[src/rtl/seven_seg_if.sv]
// Display bus between the status logic (master) and the scan driver (slave).
interface seven_seg_if #(
   parameter int NUM_DIGITS = 4
);
   logic                      load;
   logic [4*NUM_DIGITS-1:0]   bcd_in;
   logic [NUM_DIGITS-1:0]     dp_in;
   logic                      blank_lz;
   logic [NUM_DIGITS-1:0]     blink_en;
   logic [6:0]                seg;
   logic                      dp;
   logic [NUM_DIGITS-1:0]     an;
   logic                      frame_done;

   modport master (
      output load, bcd_in, dp_in, blank_lz, blink_en,
      input  seg, dp, an, frame_done
   );

   modport slave (
      input  load, bcd_in, dp_in, blank_lz, blink_en,
      output seg, dp, an, frame_done
   );
endinterface

[src/rtl/seven_seg_scan.sv]
// Time-multiplexed BCD 7-segment driver with double-buffered digits,
// leading-zero blanking, per-digit blink, anode dead time and output polarity.
module seven_seg_scan #(
   parameter int NUM_DIGITS     = 4,
   parameter int SCAN_DIV       = 1000,
   parameter int BLINK_FRAMES   = 64,
   parameter bit SEG_ACTIVE_LOW = 1'b1,
   parameter bit AN_ACTIVE_LOW  = 1'b1
) (
   input logic        clk,
   input logic        rst,
   seven_seg_if.slave bus
);
   localparam int PW = $clog2(SCAN_DIV);
   localparam int IW = (NUM_DIGITS > 1) ? $clog2(NUM_DIGITS) : 1;
   localparam int BW = (BLINK_FRAMES > 1) ? $clog2(BLINK_FRAMES) : 1;

   localparam logic [PW-1:0] P_LAST = PW'(SCAN_DIV - 1);
   localparam logic [IW-1:0] I_LAST = IW'(NUM_DIGITS - 1);
   localparam logic [BW-1:0] B_LAST = BW'(BLINK_FRAMES - 1);

   logic [PW-1:0]                 p;
   logic [IW-1:0]                 idx;
   logic [BW-1:0]                 bcnt;
   logic                          phase;
   logic [NUM_DIGITS-1:0][3:0]    shadow, disp;
   logic [NUM_DIGITS-1:0]         sdp, ddp;
   logic                          wrap;

   logic [NUM_DIGITS:0]           zrun;
   logic [NUM_DIGITS-1:0]         lz;
   logic [6:0]                    seg_n;
   logic                          dp_n;
   logic [NUM_DIGITS-1:0]         an_n;

   // Segment pattern in lit=1 form, {g,f,e,d,c,b,a}; codes 10..15 show nothing.
   function automatic logic [6:0] dec(input logic [3:0] v);
      case (v)
         4'd0:    dec = 7'h3F;
         4'd1:    dec = 7'h06;
         4'd2:    dec = 7'h5B;
         4'd3:    dec = 7'h4F;
         4'd4:    dec = 7'h66;
         4'd5:    dec = 7'h6D;
         4'd6:    dec = 7'h7D;
         4'd7:    dec = 7'h07;
         4'd8:    dec = 7'h7F;
         4'd9:    dec = 7'h6F;
         default: dec = 7'h00;
      endcase
   endfunction

   assign wrap = (idx == I_LAST) && (p == P_LAST);

   // zrun[g] is set when digit g and every digit above it hold zero.
   assign zrun[NUM_DIGITS] = 1'b1;
   for (genvar g = 0; g < NUM_DIGITS; g++) begin : g_lz
      assign zrun[g] = zrun[g+1] & (disp[g] == 4'd0);
      if (g == 0) begin : g_lsd
         assign lz[g] = 1'b0;
      end else begin : g_hi
         assign lz[g] = zrun[g];
      end
   end

   // Prescaler, digit index and blink phase; everything wraps on its terminal value.
   always_ff @(posedge clk) begin
      if (rst) begin
         p     <= '0;
         idx   <= '0;
         bcnt  <= '0;
         phase <= 1'b0;
      end else begin
         if (p == P_LAST) begin
            p   <= '0;
            idx <= (idx == I_LAST) ? '0 : idx + IW'(1);
         end else begin
            p <= p + PW'(1);
         end
         if (wrap) begin
            if (bcnt == B_LAST) begin
               bcnt  <= '0;
               phase <= ~phase;
            end else begin
               bcnt <= bcnt + BW'(1);
            end
         end
      end
   end

   // Shadow captures loads; display only changes on the frame wrap so a frame never tears.
   always_ff @(posedge clk) begin
      if (rst) begin
         shadow <= '1;
         disp   <= '1;
         sdp    <= '0;
         ddp    <= '0;
      end else begin
         if (bus.load) begin
            shadow <= bus.bcd_in;
            sdp    <= bus.dp_in;
         end
         if (wrap) begin
            disp <= bus.load ? bus.bcd_in : shadow;
            ddp  <= bus.load ? bus.dp_in  : sdp;
         end
      end
   end

   // Next output pattern (lit=1) from the current slot; slot start (p==0) is anode dead time.
   always_comb begin
      an_n  = '0;
      seg_n = '0;
      dp_n  = 1'b0;
      if (p != '0) begin
         an_n[idx] = 1'b1;
         seg_n     = dec(disp[idx]);
         dp_n      = ddp[idx];
         if (bus.blank_lz && lz[idx])
            seg_n = '0;
         if (phase && bus.blink_en[idx]) begin
            seg_n = '0;
            dp_n  = 1'b0;
         end
      end
   end

   // Registered pins with polarity applied; frame_done marks the wrap edge.
   always_ff @(posedge clk) begin
      if (rst) begin
         bus.seg        <= {7{SEG_ACTIVE_LOW}};
         bus.dp         <= SEG_ACTIVE_LOW;
         bus.an         <= {NUM_DIGITS{AN_ACTIVE_LOW}};
         bus.frame_done <= 1'b0;
      end else begin
         bus.seg        <= seg_n ^ {7{SEG_ACTIVE_LOW}};
         bus.dp         <= dp_n ^ SEG_ACTIVE_LOW;
         bus.an         <= an_n ^ {NUM_DIGITS{AN_ACTIVE_LOW}};
         bus.frame_done <= wrap;
      end
   end
endmodule

[src/flat_wrapper.sv]
// flat-port wrapper written by rule: the top's interface ports become plain ports
module seven_seg_scan_flat 
#(
   parameter int NUM_DIGITS     = 4,
   parameter int SCAN_DIV       = 1000,
   parameter int BLINK_FRAMES   = 64,
   parameter bit SEG_ACTIVE_LOW = 1'b1,
   parameter bit AN_ACTIVE_LOW  = 1'b1
)
  (clk, rst, bus_load, bus_bcd_in, bus_dp_in, bus_blank_lz, bus_blink_en, bus_seg, bus_dp, bus_an, bus_frame_done);
  seven_seg_if #(.NUM_DIGITS(NUM_DIGITS)) bus_i ();
  input logic clk;
  input logic rst;
  input wire logic [$bits(bus_i.load)-1:0] bus_load;
  input wire logic [$bits(bus_i.bcd_in)-1:0] bus_bcd_in;
  input wire logic [$bits(bus_i.dp_in)-1:0] bus_dp_in;
  input wire logic [$bits(bus_i.blank_lz)-1:0] bus_blank_lz;
  input wire logic [$bits(bus_i.blink_en)-1:0] bus_blink_en;
  output wire logic [$bits(bus_i.seg)-1:0] bus_seg;
  output wire logic [$bits(bus_i.dp)-1:0] bus_dp;
  output wire logic [$bits(bus_i.an)-1:0] bus_an;
  output wire logic [$bits(bus_i.frame_done)-1:0] bus_frame_done;
  assign bus_i.load = bus_load;
  assign bus_i.bcd_in = bus_bcd_in;
  assign bus_i.dp_in = bus_dp_in;
  assign bus_i.blank_lz = bus_blank_lz;
  assign bus_i.blink_en = bus_blink_en;
  assign bus_seg = bus_i.seg;
  assign bus_dp = bus_i.dp;
  assign bus_an = bus_i.an;
  assign bus_frame_done = bus_i.frame_done;
  seven_seg_scan #(.NUM_DIGITS(NUM_DIGITS), .SCAN_DIV(SCAN_DIV), .BLINK_FRAMES(BLINK_FRAMES), .SEG_ACTIVE_LOW(SEG_ACTIVE_LOW), .AN_ACTIVE_LOW(AN_ACTIVE_LOW)) u_core (.clk(clk), .rst(rst), .bus(bus_i));
endmodule
[config.mk]
export PLATFORM = sky130hd
export DESIGN_NAME = seven_seg_scan_flat
export DESIGN_NICKNAME = d
export VERILOG_FILES = /design/src/rtl/seven_seg_if.sv /design/src/rtl/seven_seg_scan.sv /design/src/flat_wrapper.sv
export SDC_FILE = /design/constraint.sdc
export NUM_CORES = 1
export LEC_CHECK = 0
export BUFFER_PORTS_ARGS = -buffer_cell sky130_fd_sc_hd__buf_4
export CORE_MARGIN = 5
export CORE_UTILIZATION = 55
export CTS_CLUSTER_SIZE = 24
export DETAILED_ROUTE_END_ITERATION = 6
export GPL_TIMING_DRIVEN = 0
export HOLD_SLACK_MARGIN = 0.03
export PLACE_DENSITY_LB_ADDON = 0.08
export SYNTH_ARGS = -nofsm -noshare
export SYNTH_HDL_FRONTEND = slang
export SYNTH_SLANG_ARGS = --single-unit
[constraint.sdc]
create_clock -name clk -period 3.48 [get_ports clk]
set_input_delay 0.522 -clock clk [delete_from_list [all_inputs] [get_ports clk]]
set_output_delay 0.522 -clock clk [all_outputs]
set_load 0.03 [all_outputs]
Word level (Yosys, flattened, before mapping). Memory sizes are Yosys's and may differ from the RTL's. Index checks and enable logic that the tools add are counted.

Register bits after elaboration: 72. Latch bits: 0. Bits in writable memories: 0. ROM bits: 112. Bits of input ports: 28. Output and inout bits: 13. Logic and storage cells: 63. Memories: 1.

Memories: (name not given) (words 16, bits a word 7, rd ports 1, clocked after Yosys merged registers in 0, write ports 0, RTL line seven_seg_scan.sv:38) `case (v)`.

Add/sub/neg operators: 3. $mul: 0. Divide/modulo/power cells: 0. $lt $le $gt $ge: 2. Eq/ne operators: 3. Shift operators: 0. Mux-type cells: 20. Bitwise gates (word level): 6. Reduce and logical (&&, ||, !) cells: 10.

Operators with widths (count): 2-to-1 mux 7 bit (3); 2-to-1 mux 16 bit (1); logical NOT 4 bit (3); 2-to-1 mux 4 bit (3); adder 10 x 1 -> 10 bit (second input constant) (1); == test 10 bit (second input constant) (1); nonzero test 10 bit (1); binary-select mux 4 bit (select 2 bit) (1); inverter 7 bit (1); adder 6 x 1 -> 6 bit (second input constant) (1); binary-select mux 1 bit (select 2 bit) (3); == test 6 bit (second input constant) (1); 2-to-1 mux 1 bit (6); 2-to-1 mux 6 bit (1); logical AND 1 bit (4); inverter 4 bit (1); less-than comparator 2 x 3 -> 1 bit (second input constant) (1); adder 2 x 1 -> 2 bit (second input constant) (1); bitwise AND 1 bit (2); demux 1 bit (select 2 bit) (1); == test 2 bit (second input constant) (1); greater-or-equal comparator 2 x 1 -> 1 bit (second input constant) (1); 2-to-1 mux 2 bit (1); inverter 1 bit (2); 2 further kinds (2).

Logic depth before layout (Yosys ltp). Gate-level depths: netlist of the first run.

Word-level depth: 10. Depth in mapped cells: 8. Mapped depth without buffers: 7.

Worst setup path after synthesis of the first run. OpenSTA, ideal clock, no wires.

Path kind: register to register. Start: reg u_core.idx[0]. End: reg u_core.bus.seg[4]. Library setup time: 0.127 ns. Data arrival time: 1.914 ns. Required time: 3.353 ns. Setup slack: 1.439 ns. Cell stages (with the launch flop): 9. Period minus slack after synthesis: 2.041 ns. Path through: dfxtp_1 > buf_2 > mux4_2 > inv_1 > ha_1 > inv_1 > mux2_2 > o21ai_0 > nand3_1.

Word-level cells in the longest chain between the ends: 7. Elaborated cells between the ends (all ways): 13.

Ends and longest elaborated chain: start, declared (RTL line seven_seg_scan.sv:23) `logic [IW-1:0] idx;`; start signal, assigned (RTL line seven_seg_scan.sv:76) `idx <= (idx == I_LAST) ? '0 : idx + IW'(1);`; binary-select mux 4 bit (select 2 bit) / binary-select mux 1 bit (select 2 bit) (equally long branches) (RTL line seven_seg_scan.sv:117, seven_seg_scan.sv:119); 2-to-1 mux 4 bit (not written as such) / 2-to-1 mux 1 bit (equally long branches) (RTL line seven_seg_scan.sv:117, seven_seg_scan.sv:119); memory (16 x 7 bit) / logical AND 1 bit (equally long branches); 2-to-1 mux 7 bit (RTL line seven_seg_scan.sv:119) `if (bus.blank_lz && lz[idx])`; 2-to-1 mux 7 bit * (RTL line seven_seg_scan.sv:121) `if (phase && bus.blink_en[idx]) begin`; 2-to-1 mux 7 bit * (RTL line seven_seg_scan.sv:115) `if (p != '0) begin`; inverter 7 bit (no line) *; end signal, assigned (RTL line seven_seg_scan.sv:131) `bus.seg <= {7{SEG_ACTIVE_LOW}};`; end signal, assigned (RTL line seven_seg_scan.sv:136) `bus.seg <= seg_n ^ {7{SEG_ACTIVE_LOW}};`; end, declared (RTL line seven_seg_if.sv:22) `output seg, dp, an, frame_done`.

Every way passes the cells marked *; elsewhere a longest branch is shown, timed or not. The select of a mux whose other input is x is not followed. A chain may end at the register's enable or synchronous reset.

Worst setup path after layout of the first run. Ends and elaborated chain as after synthesis.

==> results of run 1 <==
==> registers in the layout, summed over array words and instances (netlist names) <==
register and cells:
u_core.bcnt 6, u_core.bus.an 4, u_core.bus.dp 1, u_core.bus.frame_done 1, u_core.bus.seg 7, u_core.ddp 4, u_core.disp 16, u_core.idx 2
u_core.p 10, u_core.phase 1, u_core.sdp 4, u_core.shadow 16
==> metal layers <==
metal / wire (um) / track usage, % / share of wire (%)
met5: 0 / 0 / 0
met4: 138 / 9.35 / 2.3
met3: 341 / 4.61 / 5.7
met2: 2860 / 30.3 / 48
met1: 2610 / 21.0 / 44
==> worst max-delay path, delay by kind of cell (launching register included) <==
kind            cells  cell delay, ps
mux                 2             870
buf+inv             3             490
flops               1             400
fa+ha+maj           1             150
compound gates      1             140
simple gates        1              90
==> through the flow <==
stage | util, % | worst slack [ps]
2_1_floorplan | - | 1440
4_1_cts | 66.3 | 1180
3_3_place_gp | 63.1 | 1250
5_1_grt | 66.3 | 973
3_5_place_dp | 63.1 | 1200
6_report | 66.3 | 1220
==> synthesized netlist by cell type, drive strengths merged (2+ instances only) <==
library cell   n
and3           2
xor2           2
xnor2          6
a211oi         4
inv           13
a211o         16
a21oi          8
buf            4
nor4           4
nor2          42
or3            4
nand3         13
nand3b         3
ha            12
mux4           6
a31oi          2
nor3           4
nand2b        17
nand4          3
dfxtp         72
o21ai          8
mux2           3
mux2i         22
nand2         15
clkbuf        15
==> power by group <==
part / total, mW / switching, mW / leakage (nW) / internal, mW
clock: 0.577 / 0.301 / 0.0813 / 0.275
sequential: 0.847 / 0.00592 / 0.586 / 0.841
combinational: 0.0921 / 0.0468 / 0.764 / 0.0452
==> cells by family (layout without fill, tap and decap cells) <==
group / Yosys count / after routing
AO/OA/AOI/OAI: 43 / 43
XOR/XNOR: 8 / 8
adder cells (fa/ha/maj): 12 / 12
buffers and inverters: 32 / 86
flip-flops: 72 / 72
multiplexers: 31 / 31
AND/OR/NAND/NOR: 115 / 115
==> layout by cell type, fill, tap and decap left out, types with 8 or more instances in the layout <==
cell and instances:
nand2_1 15, nand2b_1 17, buf_4 38, dfxtp_1 72, ha_1 12, nand3_1 13, clkbuf_1 16, mux2i_1 22
a211o_1 16, nor2_1 42, clkbuf_8 10, a21oi_1 8, inv_1 13, o21ai_0 8
==> layout make-up <==
type	instances	area share (%)
inverter	13	1.35
multi-input combinational	209	41.2
clock buffer	11	3.92
timing repair buffer	38	7.91
clock inverter	5	0.902
tap	72	2.50
sequential	72	40.0
buffer	19	2.29
==> worst max path at each step <==
stage                               startpoint                      endpoint
global placement    u_core.idx[0]$_SDFFE_PP0N_  u_core.bus.seg[4]$_SDFF_PP1_
floorplan           u_core.idx[0]$_SDFFE_PP0N_  u_core.bus.seg[4]$_SDFF_PP1_
CTS                 u_core.idx[0]$_SDFFE_PP0N_  u_core.bus.seg[4]$_SDFF_PP1_
finish              u_core.idx[0]$_SDFFE_PP0N_  u_core.bus.seg[4]$_SDFF_PP1_
global route        u_core.idx[0]$_SDFFE_PP0N_  u_core.bus.seg[4]$_SDFF_PP1_
detailed placement  u_core.idx[0]$_SDFFE_PP0N_  u_core.bus.seg[4]$_SDFF_PP1_
==> run metrics, run 1 <==
share of flip-flops with an asynchronous set or reset 0%; FILL cells 456; Final period util 64.9%; clk sinks 72; final worst path period need 2260 ps; main combinational cell family by area after synthesis simple AND/OR/NAND/NOR gates; GRT Total Usage 18.0%; CP required 3700 ps; Pwr Total 1.52 mW; Synth Area in Compound Gates 9.94%; Cells after Synth 313; register area 0.00144 mm^2; Synth area leader dfxtp_1; port bufs 38; cells on worst reg2reg path 8; Post-CTS Hold Fix Bufs 0; CP Capture Type flop; Power Dens Cells 420 mW/mm^2; Cell Chain, Critical Path buf_2 > mux4_2 > inv_1 > ha_1 > inv_1 > mux2_2 > o21ai_0 > nand3_1; DRT antenna net count 0; Initial DRT Pass Iterations 4; Avg Cell Area, Syn 9.77 um^2; Synthesized Nets 353; CTS resizes 0; Synth cell types 39; H-tree depth 3; clock root buffer clkbuf_8; vias in the first global route 2,286; area of the multi-input gates 0.00149 mm^2; GR Overflow Total 0; flops & latches, synth 72; share of cells above drive strength 1 18.5%; Reg2Reg Setup Slack 1220 ps; placed insts 423; routed vias 2,346; HPWL after DPL 4.35 mm; CTS clk-pin slew, worst paths 70 ps; first-pass GRT wire length 10.4 mm; CTS max path bufs 2; Simple-Gate Fraction of Synth Area 18.7%; Synth Area in Adders 4.91%; clock buffer count from CTS 9; TNS Setup 0 ps; Cell Count, Final, Fillers Out 439; maximum fanout along the worst path 10; Synth area leaders dfxtp_1 47%, mux2i_1 7.2%, nor2_1 5.2%; final WL 5.95 mm; synthesized area 0.00306 mm^2; GP Congestion 0.800; LEAKAGE 1.43 nW; hold path cells 3; final slew viol count 0; WL/cell 13.6 um; Die Y 84.6 um; relative slew slack 49.5%; Max rail drop VDD 298 uV; Hold Crit Endpoint u_core.shadow[5]$_SDFF_PP1_; # DRC 0; slew of the pin with the lowest slew margin 751 ps; Synth top area share 47.1%; Worst R2R End u_core.bus.seg[4]$_SDFF_PP1_; Hold Slack 422 ps; EDFF count, synth 0; Max-Cap Viols 0; Layout Nets 402; area growth from synthesis to layout 18.0%; HP Start bus_bcd_in[5]; vias per cell 5.34; Post-Route Skew 7.40 ps; placed standard-cell area 0.00343 mm^2; crit-path max cell delay 610 ps; most frequently used flop master after synthesis dfxtp_1; starting density of the core 56.2%; startpoint types flop; Final Setup Violations 0; sequential share of the synthesized area 47.1%; die width 84.6 um; I/O Pins 41; die area 0.00715 mm^2; status finished, final reports clean; CP arrival 2480 ps; mux contribution to synthesized area 12.7%; R2R Path Start u_core.idx[0]$_SDFFE_PP0N_; Most Frequent Cell on Critical Path inv_1; critical path's slowest cell mux4_2; post-CTS setup buffer count 0; drt initial violations 147; Final Hold Viols 0; Clk Latency, worst-skew pair 340 ps; XOR/XNOR share of the synthesized area 2.29%; antenna violations before repair 0; Max Clock Freq 443 MHz; design area 0.00361 mm^2; n_diodes 0; row cnt 27; core area 0.00544 mm^2; CTS tree yes; critical path type reg -> reg; largest net degree at the start of global routing 13; worst min-delay path class in -> reg; synth warn 0; RSZ-0062 raised after global routing false
Power figures use the tool's default switching activity.
==> inputs of run 2 (changes only) <==
--- a/config.mk
+++ b/config.mk
@@ -5,9 +5,10 @@
 export SDC_FILE = /design/constraint.sdc
 export NUM_CORES = 1
 export LEC_CHECK = 0
+export ABC_AREA = 1
 export BUFFER_PORTS_ARGS = -buffer_cell sky130_fd_sc_hd__buf_4
 export CORE_MARGIN = 5
-export CORE_UTILIZATION = 55
+export CORE_UTILIZATION = 52
 export CTS_CLUSTER_SIZE = 24
 export DETAILED_ROUTE_END_ITERATION = 6
 export GPL_TIMING_DRIVEN = 0
==> constraint.sdc (replaced) <==
create_clock -name clk -period 2 [get_ports clk]
set_input_delay 0.3 -clock clk [delete_from_list [all_inputs] [get_ports clk]]
set_output_delay 0.3 -clock clk [all_outputs]
set_load 0.03 [all_outputs]
==> run 2 against run 1 <==
  * Wire length grew 17%
  * Non-clock buffer count up 1
  * Critical path type unchanged
  * Setup slack worse by 1000 ps
  * Largest power group unchanged
==> run metrics, run 2 <==
status finished, final reports clean; routed vias 2,928; Synth cell types 34; I/O Pins 41; TNS Setup 0 ps; Hold Crit Endpoint u_core.bcnt[3]$_SDFFE_PP0N_; die width 91.8 um; CTS max path bufs 2; Post-CTS Hold Fix Bufs 0; starting density of the core 54.1%; core area 0.00642 mm^2; RSZ-0062 raised after global routing false; GR Overflow Total 0; port bufs 40; EDFF count, synth 0; H-tree depth 3; die area 0.00842 mm^2; slew of the pin with the lowest slew margin 460 ps; CP arrival 2030 ps; CTS tree yes; final WL 6.94 mm; final worst path period need 1810 ps; largest net degree at the start of global routing 12; sequential share of the synthesized area 41.5%; Die Y 91.8 um; drt initial violations 171; most common cell after layout, fill and taps aside nand2_1; Worst Setup Slack, final 188 ps; share of flip-flops with an asynchronous set or reset 0%; Final Setup Violations 0; Synth top cells by count 152 x nand2_1, 72 x dfxtp_1, 48 x inv_1, 32 x nor2_1, 28 x nand3_1; Max-Cap Viols 0; GP Congestion 0.835; Final period util 90.6%; CP Capture Type flop; worst min-delay path class in -> reg; maximum fanout along the worst path 11; Worst R2R End u_core.bus.seg[3]$_SDFF_PP1_; WL/cell 11.6 um; synthesized area 0.00348 mm^2; synth warn 0; final slew viol count 0; Synthesized Nets 504; R2R Path Start u_core.idx[0]$_SDFFE_PP0N_; Max Clock Freq 552 MHz; most common cell in the netlist nand2_1; row cnt 29; Power Dens Cells 716 mW/mm^2; cells on worst reg2reg path 10; critical path type reg -> reg; pre-CTS setup slack 97.7 ps; vias per cell 4.90; Synth top area share 41.5%; HPWL after DPL 5.22 mm; Layout Nets 555; area growth from synthesis to layout 17.7%; startpoint types flop; Clk Latency, worst-skew pair 340 ps; Synth area leader dfxtp_1; first-pass GRT wire length 12.6 mm; HP Start rst; n_diodes 0; # DRC 0; Final Hold Viols 0; Avg Cell Area, Syn 7.49 um^2; most frequent cells in the layout 152 x nand2_1, 72 x dfxtp_1, 48 x inv_1; share of cells above drive strength 1 22.5%; post-CTS setup buffer count 0; Synth area leaders dfxtp_1 41%, nand2_1 16%, o211ai_2 5.8%; CTS clk-pin slew, worst paths 70 ps; clk sinks 72; GRT Total Usage 18.4%; flops & latches, synth 72; antenna violations before repair 0; LEAKAGE 2.09 nW; Initial DRT Pass Iterations 4; Cells after Synth 464; clock buffer count from CTS 9; Reg2Reg Setup Slack 190 ps; DRT antenna net count 0; biggest regs u_core.disp x16, u_core.shadow x16, u_core.p x10; clock root buffer clkbuf_8; relative slew slack 69.3%; most frequently used flop master after synthesis dfxtp_1; hold path cells 2; vias in the first global route 2,819; Max rail drop VDD 405 uV; CP required 2220 ps; Post-Route Skew 11.9 ps
[run 2: cell count changes after synthesis, sizes merged, moves of 6 or more]
cell	previous run	this run
a211o	16	0
a21oi	8	19
buf	4	15
clkbuf	15	3
inv	13	57
mux2i	22	0
mux4	6	0
nand2	15	166
nand2b	17	0
nand3	13	29
o211ai	1	16
[run 2: where the power goes]
part	switching, mW	internal, mW
sequential	0.0110	1.47
clock	0.514	0.737
combinational	0.116	0.0814
total	0.642	2.29
[run 2: how the worst max path moves through the flow]
stage / startpoint / endpoint / depth (start not counted)
after detailed placement: u_core.idx[0]$_SDFFE_PP0N_ / u_core.bus.seg[3]$_SDFF_PP1_ / 10
after global placement: u_core.idx[0]$_SDFFE_PP0N_ / u_core.bus.seg[3]$_SDFF_PP1_ / 10
after CTS: u_core.idx[0]$_SDFFE_PP0N_ / u_core.bus.seg[3]$_SDFF_PP1_ / 10
after global routing: u_core.idx[0]$_SDFFE_PP0N_ / u_core.bus.seg[3]$_SDFF_PP1_ / 11
after floorplan: u_core.idx[0]$_SDFFE_PP0N_ / u_core.bus.seg[3]$_SDFF_PP1_ / 10
final: u_core.idx[0]$_SDFFE_PP0N_ / u_core.bus.seg[3]$_SDFF_PP1_ / 10
[run 2: kinds of logic after synthesis]
kind of cell    Yosys count  synth area share, %
compound gates           49                 10.8
xor+xnor                  2                0.504
fa+ha+maj                12                 4.32
buf+inv                  75                 9.86
flops                    72                 41.5
simple gates            254                 33.0
[run 2: repair_timing]
item                                    4_1_cts  5_1_grt
endpoints found under the setup margin        0        1
resized for setup                             0        1
endpoints found under the hold margin         0        0
[run 2: metal layers]
metal | vias to the layer above | wire, um | share of wire (%) | global-route usage, %
met3 | 8 | 358 | 5.2 | 4.42
met5 | - | 0 | 0 | 0
met2 | 54 | 3210 | 46 | 28.5
met4 | 0 | 89 | 1.3 | 8.54
met1 | 1311 | 3280 | 47 | 24.2
li1 | 1555 | - | - | -
[run 2: through the flow]
stage	power (mW)	hold slack, ps	cells	util [%]	instance area, um^2
after floorplan	1.63	369	464	-	3480
after global placement	1.71	432	581	60.3	3870
after detailed placement	1.71	443	581	60.3	3870
after CTS	2.96	144	597	63.6	4090
after global routing	3.05	161	597	63.7	4090
final	2.93	168	597	63.7	4090
[run 2: layout make-up]
cell class | instances | area (um^2)
fill | 609 | 2330
multi-input combinational | 317 | 1700
sequential | 72 | 1440
timing repair buffer | 40 | 300
inverter | 57 | 219
clock buffer | 13 | 149
buffer | 18 | 124
tap | 77 | 96.3
clock inverter | 3 | 65.1
[run 2: worst max-delay path, stage by stage (launching register included)]
cell and delay, ps:
dfxtp_1 330, buf_4 170, inv_2 70, buf_6 140, nor2_1 60, o21ai_2 230, inv_1 120, ha_1 290
nand3_1 90, nand3_1 100, nand3_1 70
